[config.mk]
export PLATFORM = sky130hd
export DESIGN_NAME = counter_193_driver
export DESIGN_NICKNAME = d
export VERILOG_FILES = /design/src/rtl/counter_193_pkg.sv /design/src/rtl/counter_193_driver_sync2.sv /design/src/rtl/counter_193_driver.sv
export SDC_FILE = /design/constraint.sdc
export NUM_CORES = 1
export LEC_CHECK = 0
export BUFFER_PORTS_ARGS = -buffer_cell sky130_fd_sc_hd__buf_4
export CAP_MARGIN = 20
export CORE_ASPECT_RATIO = 0.5
export CORE_UTILIZATION = 48
export CTS_BUF_LIST = sky130_fd_sc_hd__clkbuf_2 sky130_fd_sc_hd__clkbuf_4 sky130_fd_sc_hd__clkbuf_8
export CTS_CLUSTER_DIAMETER = 60
export DETAILED_ROUTE_END_ITERATION = 8
export PLACE_DENSITY_LB_ADDON = 0.2
export SLEW_MARGIN = 25
export SYNTH_ARGS = -nofsm -noshare
export SYNTH_HDL_FRONTEND = slang
export SYNTH_SLANG_ARGS = --single-unit
[constraint.sdc]
create_clock -name clk -period 1.85 [get_ports clk]
set_input_delay 0.0925 -clock clk [delete_from_list [all_inputs] [get_ports clk]]
set_output_delay 0.0925 -clock clk [all_outputs]
set_load 0.01 [all_outputs]
[src/rtl/counter_193_pkg.sv]
// Shared encodings and timing floors for the 74x193 control sequencer.
package counter_193_pkg;

    typedef enum logic [1:0] {
        OP_CLEAR = 2'b00,
        OP_LOAD  = 2'b01,
        OP_UP    = 2'b10,
        OP_DOWN  = 2'b11
    } op_e;

    typedef enum logic [2:0] {
        IDLE     = 3'd0,
        STROBE   = 3'd1,
        RECOVER  = 3'd2,
        PULSE_LO = 3'd3,
        PULSE_HI = 3'd4
    } state_e;

    localparam int T_LO_MIN = 3;
    localparam int T_HI_MIN = 1;

endpackage

[src/rtl/counter_193_driver_sync2.sv]
// Two-flop synchroniser for the counter's asynchronous terminal-count outputs.
module sync2 #(
    parameter logic RST_VAL = 1'b1
) (
    input  logic clk,
    input  logic reset,
    input  logic d,
    output logic q
);

    logic meta;

    always_ff @(posedge clk) begin
        if (reset) begin
            meta <= RST_VAL;
            q    <= RST_VAL;
        end else begin
            meta <= d;
            q    <= meta;
        end
    end

endmodule

[src/rtl/counter_193_driver.sv]
// Expands CLEAR/LOAD/UP/DOWN commands into timed 74x193 pin activity and
// cross-checks the counter's carry/borrow outputs against a shadow value.
//
// state    | meaning
// IDLE     | waiting for a command, cmd_ready high
// STROBE   | clr high or npl low for T_LO cycles
// RECOVER  | inactive recovery after a strobe (also the single cycle of n=0)
// PULSE_LO | cpu or cpd low for T_LO cycles; terminal count checked on last cycle
// PULSE_HI | count clock high for T_HI cycles
module counter_193_driver
    import counter_193_pkg::*;
#(
    parameter int T_LO = 3,
    parameter int T_HI = 2,
    parameter int N_W  = 8
) (
    input  logic           clk,
    input  logic           reset,
    input  logic           cmd_valid,
    output logic           cmd_ready,
    input  logic [1:0]     cmd_op,
    input  logic [3:0]     cmd_data,
    input  logic [N_W-1:0] cmd_n,
    output logic           clr,
    output logic           npl,
    output logic [3:0]     p,
    output logic           cpu,
    output logic           cpd,
    input  logic           ntcu,
    input  logic           ntcd,
    output logic           busy,
    output logic [3:0]     shadow_q,
    output logic           carry_seen,
    output logic           borrow_seen,
    output logic           tc_err
);

    // Timings below the floors are raised so the synchroniser always settles
    // before the terminal-count check on the last low cycle.
    localparam int LO = (T_LO < T_LO_MIN) ? T_LO_MIN : T_LO;
    localparam int HI = (T_HI < T_HI_MIN) ? T_HI_MIN : T_HI;
    localparam int TW = $clog2(((LO > HI) ? LO : HI) + 1);
    localparam logic [TW-1:0] LO_LOAD = TW'(LO - 1);
    localparam logic [TW-1:0] HI_LOAD = TW'(HI - 1);

    state_e         state, state_n;
    op_e            op, op_n;
    logic [N_W-1:0] n_left, n_left_n;
    logic [TW-1:0]  timer, timer_n;
    logic           ready_r, accept, ntcu_s, ntcd_s, lo_end, strobe_end;
    logic           clr_n, npl_n, cpu_n, cpd_n;

    sync2 #(.RST_VAL(1'b1)) u_sync_ntcu (.clk(clk), .reset(reset), .d(ntcu), .q(ntcu_s));
    sync2 #(.RST_VAL(1'b1)) u_sync_ntcd (.clk(clk), .reset(reset), .d(ntcd), .q(ntcd_s));

    assign cmd_ready  = ready_r & ~reset;
    assign accept     = cmd_valid & cmd_ready;
    assign busy       = (state != IDLE);
    assign lo_end     = (state == PULSE_LO) && (timer == '0);
    assign strobe_end = (state == STROBE) && (timer == '0);

    always_comb begin
        state_n  = state;
        timer_n  = timer;
        n_left_n = n_left;
        op_n     = op;
        unique case (state)
            IDLE: begin
                if (accept) begin
                    op_n    = op_e'(cmd_op);
                    timer_n = LO_LOAD;
                    if (op_n == OP_CLEAR || op_n == OP_LOAD) begin
                        state_n = STROBE;
                    end else if (cmd_n == '0) begin
                        state_n = RECOVER;
                        timer_n = '0;
                    end else begin
                        state_n  = PULSE_LO;
                        n_left_n = cmd_n;
                    end
                end
            end
            STROBE: begin
                if (timer == '0) begin
                    state_n = RECOVER;
                    timer_n = HI_LOAD;
                end else begin
                    timer_n = timer - 1'b1;
                end
            end
            RECOVER: begin
                if (timer == '0) state_n = IDLE;
                else             timer_n = timer - 1'b1;
            end
            PULSE_LO: begin
                if (timer == '0) begin
                    state_n  = PULSE_HI;
                    timer_n  = HI_LOAD;
                    n_left_n = n_left - 1'b1;
                end else begin
                    timer_n = timer - 1'b1;
                end
            end
            PULSE_HI: begin
                if (timer != '0) begin
                    timer_n = timer - 1'b1;
                end else if (n_left == '0) begin
                    state_n = IDLE;
                end else begin
                    state_n = PULSE_LO;
                    timer_n = LO_LOAD;
                end
            end
            default: state_n = IDLE;
        endcase
        clr_n = (state_n == STROBE) && (op_n == OP_CLEAR);
        npl_n = !((state_n == STROBE) && (op_n == OP_LOAD));
        cpu_n = !((state_n == PULSE_LO) && (op_n == OP_UP));
        cpd_n = !((state_n == PULSE_LO) && (op_n == OP_DOWN));
    end

    always_ff @(posedge clk) begin
        if (reset) begin
            state       <= IDLE;
            op          <= OP_CLEAR;
            n_left      <= '0;
            timer       <= '0;
            ready_r     <= 1'b0;
            clr         <= 1'b0;
            npl         <= 1'b1;
            cpu         <= 1'b1;
            cpd         <= 1'b1;
            p           <= 4'd0;
            shadow_q    <= 4'd0;
            carry_seen  <= 1'b0;
            borrow_seen <= 1'b0;
            tc_err      <= 1'b0;
        end else begin
            state   <= state_n;
            op      <= op_n;
            n_left  <= n_left_n;
            timer   <= timer_n;
            ready_r <= (state_n == IDLE);
            clr     <= clr_n;
            npl     <= npl_n;
            cpu     <= cpu_n;
            cpd     <= cpd_n;
            if (accept && op_n == OP_LOAD) p <= cmd_data;
            if (accept) begin
                carry_seen  <= 1'b0;
                borrow_seen <= 1'b0;
            end
            if (strobe_end) shadow_q <= (op == OP_LOAD) ? p : 4'd0;
            // Shadow still holds the pre-release value here, so it is the
            // value the counter shows while its clock is low.
            if (lo_end) begin
                if (op == OP_UP) begin
                    shadow_q <= shadow_q + 4'd1;
                    if (!ntcu_s) carry_seen <= 1'b1;
                    if (ntcu_s == (shadow_q == 4'd15)) tc_err <= 1'b1;
                end else begin
                    shadow_q <= shadow_q - 4'd1;
                    if (!ntcd_s) borrow_seen <= 1'b1;
                    if (ntcd_s == (shadow_q == 4'd0)) tc_err <= 1'b1;
                end
            end
        end
    end

endmodule

# == Yosys cells after proc, flatten, opt, wreduce, memory -nomap -nowiden ==
# Cells that the tools add are included.
# classes
addsub,4
n_eq_ne,22
n_mux,39
bitwise,3
reduce_logical,29
# op_table
operator,count
2-to-1 mux 8 bit,4
2-to-1 mux 2 bit,11
zero test 8 bit,2
2-to-1 mux 4 bit,4
one-hot mux 8 bit (2 select lines),1
2-to-1 mux 3 bit,5
one-hot mux 3 bit (5 select lines),1
2-to-1 mux 1 bit,12
"equality test 3 x 2 -> 1 bit, second input constant",3
"!= test 2 bit, second input constant",4
one-hot mux 2 bit (4 select lines),1
nonzero test 2 bit,4
"subtractor 8 x 1 -> 8 bit, second input constant",1
logical AND 1 bit,7
"equality test 2 x 1 -> 1 bit, second input constant",3
"equality test 2 bit, second input constant",3
"equality test 3 x 1 -> 1 bit, second input constant",2
zero test 2 bit,3
zero test 3 bit,2
AND reduction 5 bit,1
"adder 4 x 1 -> 4 bit, second input constant",1
"equality test 4 bit, second input constant",1
zero test 4 bit,1
"!= test 2 x 1 -> 1 bit, second input constant",2
14 further kinds,18
# totals
ff_bits,35
inputBits,19
output_inout_bits,17
wordCells,115

# == Logic depth before layout (Yosys ltp) ==
# Gate-level depths: netlist (run 1).
# depth
ltp_word,8
ltp_mapped,9
depth_no_buf,7

# == Hierarchy ==
# Synthesis (run 1) repeated with hierarchy kept, for this count alone.
# hier_totals
cells_unflattened,219
hier_area_um2,1813.0
# by_module_without_submodules
module,n_inst,cells_per_inst,area_each_um2,seq_area_each_um2
counter_193_driver,1,211,1707.9,620.6
sync2,2,4,52.6,40.0

# == Worst setup path before layout (run 1) ==
# No wires, ideal clock.
# synth_path
kind,register to register
from,reg n_left[0]
to,reg clr
setup_ns,0.060
t_arrival_ns,1.800
required_time_ns,1.790
setup_slack_ns,-0.010
stages_incl_launch_ff,8
n_path_buf,0
period_less_slack_ns,1.860
cell_sequence,dfxtp_1 -> inv_1 -> ha_1 -> nor3b_4 -> a2111oi_1 -> or3b_4 -> nor4_4 -> and3_1
# synth_via
elab_chain_len,6
# synth_lines
element,line_no,source
from (decl),counter_193_driver.sv:48,"logic [N_W-1:0] n_left, n_left_n;"
from (signal assigned),counter_193_driver.sv:141,n_left <= n_left_n;
zero test 8 bit,counter_193_driver.sv:107,end else if (n_left == '0) begin
2-to-1 mux 2 bit,counter_193_driver.sv:107,
2-to-1 mux 3 bit,counter_193_driver.sv:105,if (timer != '0) begin
one-hot mux 3 bit (5 select lines),counter_193_driver.sv:67,unique case (state)
equality test 3 x 1 -> 1 bit,counter_193_driver.sv:116,clr_n = (state_n == STROBE) && (op_n == OP_CLEAR);
logical AND 1 bit,counter_193_driver.sv:116,
to (signal assigned),counter_193_driver.sv:144,clr <= clr_n;
to (decl),counter_193_driver.sv:24,"output logic clr,"
# Every way passes these cells.
# A chain may end at the register's enable or synchronous reset.

# == Worst setup path in the final report (run 1) ==
# Ends and elaborated chain as after synthesis.

==> impl_metrics.py, run 1 <==
metrics = {
    "run_status": {
        "outcome": "complete, no violations",
    },
    "route": {
        "drt_pass1_iterations": 4,
        "wirelength_mm": 4.15,
        "via_per_inst": 5.35,
        "wl_per_cell_microns": 12.7,
        "drtAntennaViolNets": 0,
        "drt_iter0_markers": 59,
        "route.detailed.drc": 0,
        "num_vias": 1749,
    },
    "critical_path": {
        "cp.depth": 7,
        "path_max_fanout": 5,
        "worstReg2RegEnd": "clr",
        "crit_type": "flip-flop to flip-flop",
        "cp_cell_sequence": "inv_1, ha_1, nor3b_4, a2111oi_2, or3b_4, nor4_4, and3_1",
        "cp_top_family": "simple AND/OR/NAND/NOR gates",
        "startpoint_type": "flip-flop",
        "worstSetupStartpoint": "n_left[0]",
        "crit_required_ps": 2080,
        "critPathMaxStageDelay_ps": 430,
        "ff2ff_setup_slack_ps": 90,
        "crit_path_end_kind": "flip-flop",
        "cp_num_buf_inv": 1,
        "arrival_ps": 1990,
        "crit_end": "clr",
        "cpMaxStageDelayCell": "or3b_4",
        "r2r_cells": 7,
        "r2r-start": "n_left[0]",
    },
    "finish": {
        "seqCellArea_sq_um": 702,
        "diodes": 0,
        "layout-drive-gt1-share_pct": 27.9,
        "syn_to_final_growth_pct": 30.5,
        "final_util_pct": 68.2,
        "fill_cells": 304,
        "multiInputGateArea_sq_um": 1120,
        "num-nets-final": 301,
    },
    "timing": {
        "slew_headroom_pct": 70.4,
        "finalHoldViolCount": 0,
        "maxSlewViolCount": 0,
        "rsz0062_at_grt": "yes",
        "worst_slack_ps": 92.7,
        "fmax_mhz": 569,
        "timing.final.crit_period_ps": 1760,
        "worstMarginPinSlew_ps": 440,
        "setup_violations": 0,
        "fin_setup_tns_ps": 0,
        "clock_skew_ps": 11.3,
        "finalCritPeriodShare_pct": 95.0,
    },
    "power_and_ir_drop": {
        "p_int_mw": 1.34,
        "p_leak_nw": 1.02,
        "p_comb_share_pct": 16.7,
        "totalPowerFinal_mw": 1.80,
        "p_sw_mw": 0.463,
        "pwr-share-clk_pct": 38.4,
        "p_seq_share_pct": 44.9,
        "switching_share_pct": 25.7,
        "ir_worst_vdd_mv": 0.371,
        "pwr_density_cell_nw_per_um2": 741,
    },
    "logic_synthesis": {
        "syn-num-nets": 253,
        "synthArstFlopShare_pct": 0,
        "yosys-top-cells-area": "dfxtp_1, a21oi_1, nor2_1",
        "avgSynthCellArea_sq_um": 8.21,
        "synthFlopType": "dfxtp_1",
        "synthCells": 227,
        "ys_types": 44,
        "ys_warn_count": 0,
        "synth-seq-cells": 35,
        "synth_top_area_share_pct": 37.6,
        "synthesis.area_sq_um": 1860,
        "synthMostInstantiatedCell": "dfxtp_1",
        "yosys-top-cells-count": "dfxtp_1, nor2_1, nand2_1",
        "synth_edf_count": 0,
        "ys_seq_area_share_pct": 37.6,
        "yosysTopAreaCell": "dfxtp_1",
    },
    "die": {
        "ioPinCount": 36,
        "die_h_microns": 46.1,
        "die-area_sq_um": 4150,
        "core_area_sq_um": 3570,
        "core.rowCount": 15,
        "initial_core_util_pct": 52.2,
        "die_x_microns": 90.1,
    },
    "clock_network": {
        "h-tree-depth": 2,
        "root_buffer": "clkbuf_8",
        "numCtsBuffers": 5,
        "cts_tree": "built",
        "cts_sinks": 35,
        "clk_path_buf_depth": 2,
        "clkSlewWorstSetupHoldPaths_ps": 80,
        "insertion_delay_ps": 290,
    },
    "global_routing": {
        "grt-ovfl-total": 0,
        "grt_usage_pct": 21.8,
        "grt_pass1_wl_mm": 6.98,
        "grt_pass1_vias": 1518,
        "antenna_found_initial": 0,
        "grt_max_degree": 26,
    },
    "place": {
        "io_buffers": 35,
        "gp_congestion": 0.838,
        "dp_hpwl_mm": 3.09,
        "pre_cts_slack_ps": -52.0,
    },
    "hold_path": {
        "hp-class": "input pin to flip-flop",
    },
    "job": {
        "drv_cap": 0,
    },
}
==> cell type report <==
type	count	share of cell area, %
inverters	7	1.08
well taps	51	2.62
repair buffers	54	16.9
clock buffers	5	2.83
clock inverters	3	1.80
flip-flops and latches	35	28.9
multi-input cells	172	45.9
==> worst min path at each step <==
stage / from / to / cells past startpoint
detailed placement: ntcu / u_sync_ntcu.meta / 2
finish: cmd_data[0] / p[0] / 3
global placement: ntcu / u_sync_ntcu.meta / 2
global route: reset / n_left[7] / 2
CTS: cmd_data[0] / p[0] / 3
floorplan: ntcd / u_sync_ntcd.meta / 1
==> worst min-delay path: cells and delay by family <==
family	cells	cell delay [ps]
buffers and inverters	1	80
muxes	1	50
and+or+nand+nor	1	70
==> through the flow <==
stage	instance area [sq um]	cells	hold slack (ps)
finish	2430	327	39.3
global route	2430	327	47.6
CTS	2400	326	38.3
detailed placement	2260	316	279
global placement	2260	316	278
floorplan	1870	227	196
==> cells by family after synthesis <==
logic type | Yosys count | share of synthesized area (%)
AOI/OAI and AO/OA | 54 | 16.8
xor gates and xnor gates | 6 | 2.82
adders and majority gates | 7 | 5.10
buffers and inverters | 20 | 4.37
DFF | 35 | 37.6
muxes | 7 | 3.83
and+or+nand+nor | 98 | 29.5
==> placed cells by master (no fill, tap or decap), types with 5 or more instances in the layout <==
| master | Yosys | routed |
|---|---|---|
| dfxtp_1 | 35 | 34 |
| nand3b_1 | 6 | 6 |
| nand2_1 | 24 | 23 |
| ha_1 | 6 | 5 |
| a21oi_1 | 23 | 23 |
| inv_1 | 7 | 7 |
| nor2_1 | 26 | 26 |
| clkbuf_8 | 0 | 5 |
| o21ai_0 | 16 | 16 |
| nand2b_1 | 5 | 5 |
| buf_4 | 0 | 52 |
| mux2i_1 | 6 | 5 |
==> metal layers <==
metal	global-route usage (%)	vias to the layer above	part of all wire [%]
li1	-	897	-
met1	27.4	818	49
met2	38.6	31	46
met3	5.61	3	4.7
met4	5.81	0	0.34
met5	0	-	0
==> power by group through the flow <==
stage | Sequential [mW] | Clock [mW] | Combinational (mW)
6_report | 0.808 | 0.692 | 0.301
3_3_place_gp | 0.823 | 0 | 0.271
4_1_cts | 0.808 | 0.703 | 0.286
5_1_grt | 0.813 | 0.733 | 0.336
3_5_place_dp | 0.826 | 0 | 0.279
2_1_floorplan | 0.819 | 0 | 0.183
==> state kept, by name, summed over array words and instances (netlist names) <==
register and count:
cpd 1, timer 2, p 4, u_sync_ntcd.meta 1, carry_seen 1, op 2
ready_r 1, u_sync_ntcu.meta 1, tc_err 1, cpu 1, borrow_seen 1, clr 1
state 3, shadow_q 4, npl 1, u_sync_ntcu.q 1, n_left 8, u_sync_ntcd.q 1
==> repair_timing <==
action	CTS	global route
buffers inserted	0	1
setup endpoints to repair	3	10
hold endpoints to repair	2	0
hold buffers	2	0
resized for setup	3	4
gates cloned	0	0
pin swaps	0	1
(Power assumes the default switching activity.)
==> run 2, diff against run 1 <==
CORE_MARGIN = 2   (was unset)
clock period = 2.17 ns   (was 1.85 ns; I/O delays follow)
==> impl_metrics.py, run 2 (synthesized netlist as in run 1, its figures left out) <==
metrics = {
    "finish": {
        "multiInputGateArea_sq_um": 1090,
        "instances_no_fill": 314,
        "top_register": "n_left",
        "diodes": 0,
        "num-nets-final": 288,
        "layout-drive-gt1-share_pct": 22.4,
        "fill_cells": 324,
        "layout_commonest_cell": "buf_4",
        "syn_to_final_growth_pct": 23.4,
        "seqCellArea_sq_um": 701,
        "largestRegisters": "n_left: 8 flops, p: 4 flops, shadow_q: 4 flops",
        "final_util_pct": 64.5,
        "final_cell_mix": "buf_4, dfxtp_1, nor2_1",
        "largest_reg_flops": 8,
    },
    "global_routing": {
        "antenna_found_initial": 0,
        "grt_usage_pct": 20.5,
        "grt_pass1_wl_mm": 6.89,
        "grt-ovfl-total": 0,
        "grt_pass1_vias": 1491,
        "grt_max_degree": 36,
    },
    "hold_path": {
        "holdPathEnd": "u_sync_ntcu.meta",
        "holdPathStages": 2,
        "hp-class": "input pin to flip-flop",
        "min_from": "ntcu",
    },
    "critical_path": {
        "cp_top_family": "simple AND/OR/NAND/NOR gates",
        "crit_type": "flip-flop to flip-flop",
        "startpoint_type": "flip-flop",
        "r2r_cells": 7,
        "path_max_fanout": 5,
        "cp_num_buf_inv": 1,
        "ff2ff_setup_slack_ps": 170,
        "r2r-start": "n_left[0]",
        "critPathMaxStageDelay_ps": 450,
        "cp_cell_sequence": "inv_1, ha_1, nor3b_4, a2111oi_2, or3b_4, nor4_4, and3_1",
        "crit_path_end_kind": "flip-flop",
        "cpMaxStageDelayCell": "or3b_4",
        "worstReg2RegEnd": "clr",
        "crit_required_ps": 2400,
        "arrival_ps": 2230,
    },
    "timing": {
        "finalHoldViolCount": 0,
        "fin_setup_tns_ps": 0,
        "holdWs_ps": 21.7,
        "timing.final.crit_period_ps": 2000,
        "setup_violations": 0,
        "finalCritPeriodShare_pct": 92.2,
        "worstMarginPinSlew_ps": 676,
        "rsz0062_at_grt": "no",
        "maxSlewViolCount": 0,
        "slew_headroom_pct": 54.8,
        "fmax_mhz": 500,
        "clock_skew_ps": 6.23,
    },
    "power_and_ir_drop": {
        "p_int_mw": 1.12,
        "ir_worst_vdd_mv": 0.352,
        "p_seq_share_pct": 46.0,
        "switching_share_pct": 25.5,
        "p_comb_share_pct": 15.3,
        "pwr_density_cell_nw_per_um2": 653,
        "p_sw_mw": 0.383,
        "pwr-share-clk_pct": 38.7,
        "p_leak_nw": 0.953,
    },
    "die": {
        "initial_core_util_pct": 52.2,
        "die-area_sq_um": 4430,
        "core_area_sq_um": 3570,
        "ioPinCount": 36,
        "die_h_microns": 48.1,
        "core.rowCount": 15,
        "die_x_microns": 92.1,
    },
    "route": {
        "wl_met2_mm": 2.03,
        "drt_iter0_markers": 58,
        "wirelength_mm": 4.22,
        "dr_wl_met3_microns": 246,
        "route.detailed.drc": 0,
        "wl_per_cell_microns": 13.4,
        "drt_pass1_iterations": 4,
        "maxUsedRoutingLayer": "met4",
        "num_vias": 1724,
        "via_per_inst": 5.49,
        "wl_met1_mm": 1.90,
        "drtAntennaViolNets": 0,
    },
    "clock_network": {
        "cts_tree": "built",
        "root_buffer": "clkbuf_8",
        "numCtsBuffers": 5,
        "clk_path_buf_depth": 2,
        "insertion_delay_ps": 280,
        "cts_sinks": 35,
        "h-tree-depth": 2,
        "clkSlewWorstSetupHoldPaths_ps": 80,
    },
    "place": {
        "dp.cells": 304,
        "dp_hpwl_mm": 3.12,
        "gp_congestion": 0.859,
        "io_buffers": 35,
    },
    "run_status": {
        "outcome": "complete, no violations",
    },
    "job": {
        "drv_cap": 0,
    },
}
run 2: stage by stage:
stage / cell area, sq um / power (mW) / worst slack, ps
final: 2300 / 1.50 / 169
after global routing: 2300 / 1.58 / 23.3
after CTS: 2280 / 1.51 / 140
after detailed placement: 2160 / 0.928 / 164
after global placement: 2160 / 0.921 / 213
after floorplan: 1860 / 0.853 / 310
run 2: power by group through the flow:
stage	clock (mW)	sequential, mW	combinational, mW
global route	0.633	0.694	0.257
global placement	0	0.704	0.217
detailed placement	0	0.705	0.223
floorplan	0	0.698	0.155
finish	0.582	0.690	0.230
CTS	0.595	0.690	0.224
run 2: final cells by class:
class / instances / share of cell area [%]
multi-input cells: 172 / 47.2
flip-flops and latches: 35 / 30.5
repair buffers: 41 / 13.5
clock buffers: 5 / 2.99
well taps: 51 / 2.77
clock inverters: 3 / 1.90
inverters: 7 / 1.14
run 2: worst reg2reg max path, cell delays in order (launching register included):
cell	delay [ps]
dfxtp_1	340
inv_1	90
ha_1	190
nor3b_4	300
a2111oi_2	130
or3b_4	450
nor4_4	270
and3_1	170
run 2: what timing repair did:
| item | CTS | global route |
|---|---|---|
| hold buffers | 0 | 1 |
| setup buffers | 0 | 1 |
| endpoints found under the setup margin | 0 | 2 |
| hold endpoints to repair | 0 | 1 |
| resized for setup | 0 | 1 |
run 2: worst max-delay path by stage:
stage,startpoint,endpoint,slack (ps),depth (start not counted)
3_5_place_dp,n_left[0],clr,160,7
6_report,n_left[0],clr,170,7
5_1_grt,n_left[0],clr,20,7
4_1_cts,n_left[0],clr,140,7
2_1_floorplan,n_left[0],clr,310,7
3_3_place_gp,n_left[0],clr,210,7
run 2: routing by layer:
metal  vias to the layer above  global-route usage (%)
met2                        51                    37.4
li1                        864                       -
met5                         -                       0
met1                       805                    25.2
met4                         0                    4.18
met3                         4                    6.30
==> run 3, diff against run 2 <==
CAP_MARGIN = unset   (was 20)
clock period = 1.95 ns   (was 2.17 ns; I/O delays follow)
==> impl_metrics.py, run 3 (synthesized netlist as in run 1, its figures left out) <==
metrics = {
    "route": {
        "drtAntennaViolNets": 0,
        "wirelength_mm": 4.16,
        "via_per_inst": 5.36,
        "num_vias": 1738,
        "drt_pass1_iterations": 4,
        "route.detailed.drc": 0,
        "wl_per_cell_microns": 12.8,
        "drt_iter0_markers": 104,
    },
    "global_routing": {
        "grt_max_degree": 21,
        "grt-ovfl-total": 0,
        "grt_usage_pct": 20.3,
        "grt_pass1_vias": 1494,
        "grt_pass1_wl_mm": 6.80,
        "antenna_found_initial": 0,
    },
    "clock_network": {
        "clk_path_buf_depth": 2,
        "h-tree-depth": 2,
        "insertion_delay_ps": 300,
        "numCtsBuffers": 5,
        "root_buffer": "clkbuf_8",
        "cts_sinks": 35,
        "cts_tree": "built",
        "clkSlewWorstSetupHoldPaths_ps": 80,
    },
    "critical_path": {
        "crit_end": "timer[1]",
        "crit_required_ps": 2170,
        "cp_cell_sequence": "nor3_2, inv_1, o221ai_1, or4_1, a21oi_1",
        "worstSetupStartpoint": "state[1]",
        "cp_top_family": "simple AND/OR/NAND/NOR gates",
        "r2r-start": "state[1]",
        "cp_num_buf_inv": 1,
        "cp.depth": 5,
        "path_max_fanout": 9,
        "crit_path_end_kind": "flip-flop",
        "worstReg2RegEnd": "timer[1]",
        "cpMaxStageDelayCell": "or4_1",
        "startpoint_type": "flip-flop",
        "critPathMaxStageDelay_ps": 560,
        "crit_type": "flip-flop to flip-flop",
        "ff2ff_setup_slack_ps": 150,
        "r2r_cells": 5,
        "arrival_ps": 2020,
    },
    "finish": {
        "final_util_pct": 66.3,
        "final_cell_mix": "buf_4, dfxtp_1, nor2_1",
        "syn_to_final_growth_pct": 26.9,
        "diodes": 0,
        "num-nets-final": 298,
        "largestRegisters": "n_left: 8 flops, p: 4 flops, shadow_q: 4 flops",
        "instances_no_fill": 324,
        "top_register": "n_left",
        "design_area_sq_um": 2360,
        "layout_commonest_cell": "buf_4",
        "largest_reg_flops": 8,
        "layout-drive-gt1-share_pct": 26.4,
    },
    "timing": {
        "setup_violations": 0,
        "worstMarginPinSlew_ps": 487,
        "holdWs_ps": 30.5,
        "clock_skew_ps": 9.81,
        "fin_setup_tns_ps": 0,
        "finalHoldViolCount": 0,
        "finalCritPeriodShare_pct": 92.4,
        "worst_slack_ps": 149,
        "maxSlewViolCount": 0,
        "slew_headroom_pct": 67.2,
        "timing.final.crit_period_ps": 1800,
        "fmax_mhz": 555,
    },
    "power_and_ir_drop": {
        "ir_worst_vdd_mv": 0.332,
        "p_sw_mw": 0.442,
        "p_leak_nw": 0.981,
        "totalPowerFinal_mw": 1.57,
        "pwr_density_cell_nw_per_um2": 663,
        "p_seq_share_pct": 49.0,
        "pwr-share-clk_pct": 33.9,
        "p_comb_share_pct": 17.1,
        "p_int_mw": 1.13,
        "switching_share_pct": 28.2,
    },
    "place": {
        "io_buffers": 35,
        "pre_cts_slack_ps": 60.5,
        "place_area_sq_um": 2240,
        "gp_congestion": 0.844,
        "dp.cells": 314,
        "dp_hpwl_mm": 3.06,
    },
    "run_status": {
        "outcome": "complete, no violations",
    },
    "die": {
        "initial_core_util_pct": 52.2,
        "die_x_microns": 92.1,
        "ioPinCount": 36,
        "core_area_sq_um": 3570,
        "die_h_microns": 48.1,
        "core.rowCount": 15,
        "die-area_sq_um": 4430,
    },
    "job": {
        "drv_cap": 0,
    },
    "hold_path": {
        "hp-class": "input pin to flip-flop",
    },
}
[run 3: cell count changes in the layout (fill, tap and decap cells not counted)]
cell,change
buf_4,+9
clkinvlp_4,+2
ha_1,-2
ha_2,+2
a211oi_1,-1
a211oi_2,+1
bufinv_16,-1
clkinv_4,-1
dfxtp_1,-1
dfxtp_2,+1
dlygate4sd3_1,+1
[run 3: power by group through the flow]
stage	Combinational [mW]	Clock, mW	Sequential [mW]
6_report	0.268	0.531	0.768
5_1_grt	0.295	0.576	0.772
4_1_cts	0.264	0.546	0.767
3_5_place_dp	0.260	0	0.784
3_3_place_gp	0.255	0	0.782
2_1_floorplan	0.173	0	0.777
[run 3: worst min path at each step]
| stage | endpoint | from | cells after the start |
|---|---|---|---|
| after floorplan | u_sync_ntcd.meta | ntcd | 1 |
| after global placement | u_sync_ntcd.meta | ntcd | 2 |
| after detailed placement | u_sync_ntcd.meta | ntcd | 2 |
| after CTS | p[2] | cmd_data[2] | 3 |
| after global routing | p[2] | cmd_data[2] | 3 |
| final | p[2] | cmd_data[2] | 3 |
[run 3: metal layers]
layer	share of wire, %	GRT usage, %
met1	48	24.9
met2	46	35.3
met3	5.0	5.98
met4	1.6	8.66
met5	0	0
[run 3: what timing repair did]
action	4_1_cts	5_1_grt
endpoints found under the hold margin	2	0
gates resized for setup	0	5
hold buffers	2	0
endpoints found under the setup margin	0	7
buffers inserted	0	0
[run 3: area by class of cell]
type	instances	area, sq um
Fill cell	317	1200
Multi-Input combinational cell	172	1100
Sequential cell	35	702
Timing Repair Buffer	51	388
Clock buffer	5	68.8
Tap cell	51	63.8
Inverter	7	26.3
Clock inverter	3	20.0
[run 3: worst register-to-register path: cells and delay by family (launching register included)]
kind                   cells  cell delay (ps)
AOI/OAI and AO/OA          2              340
buffers and inverters      1              180
DFF                        1              540
and+or+nand+nor            2              670
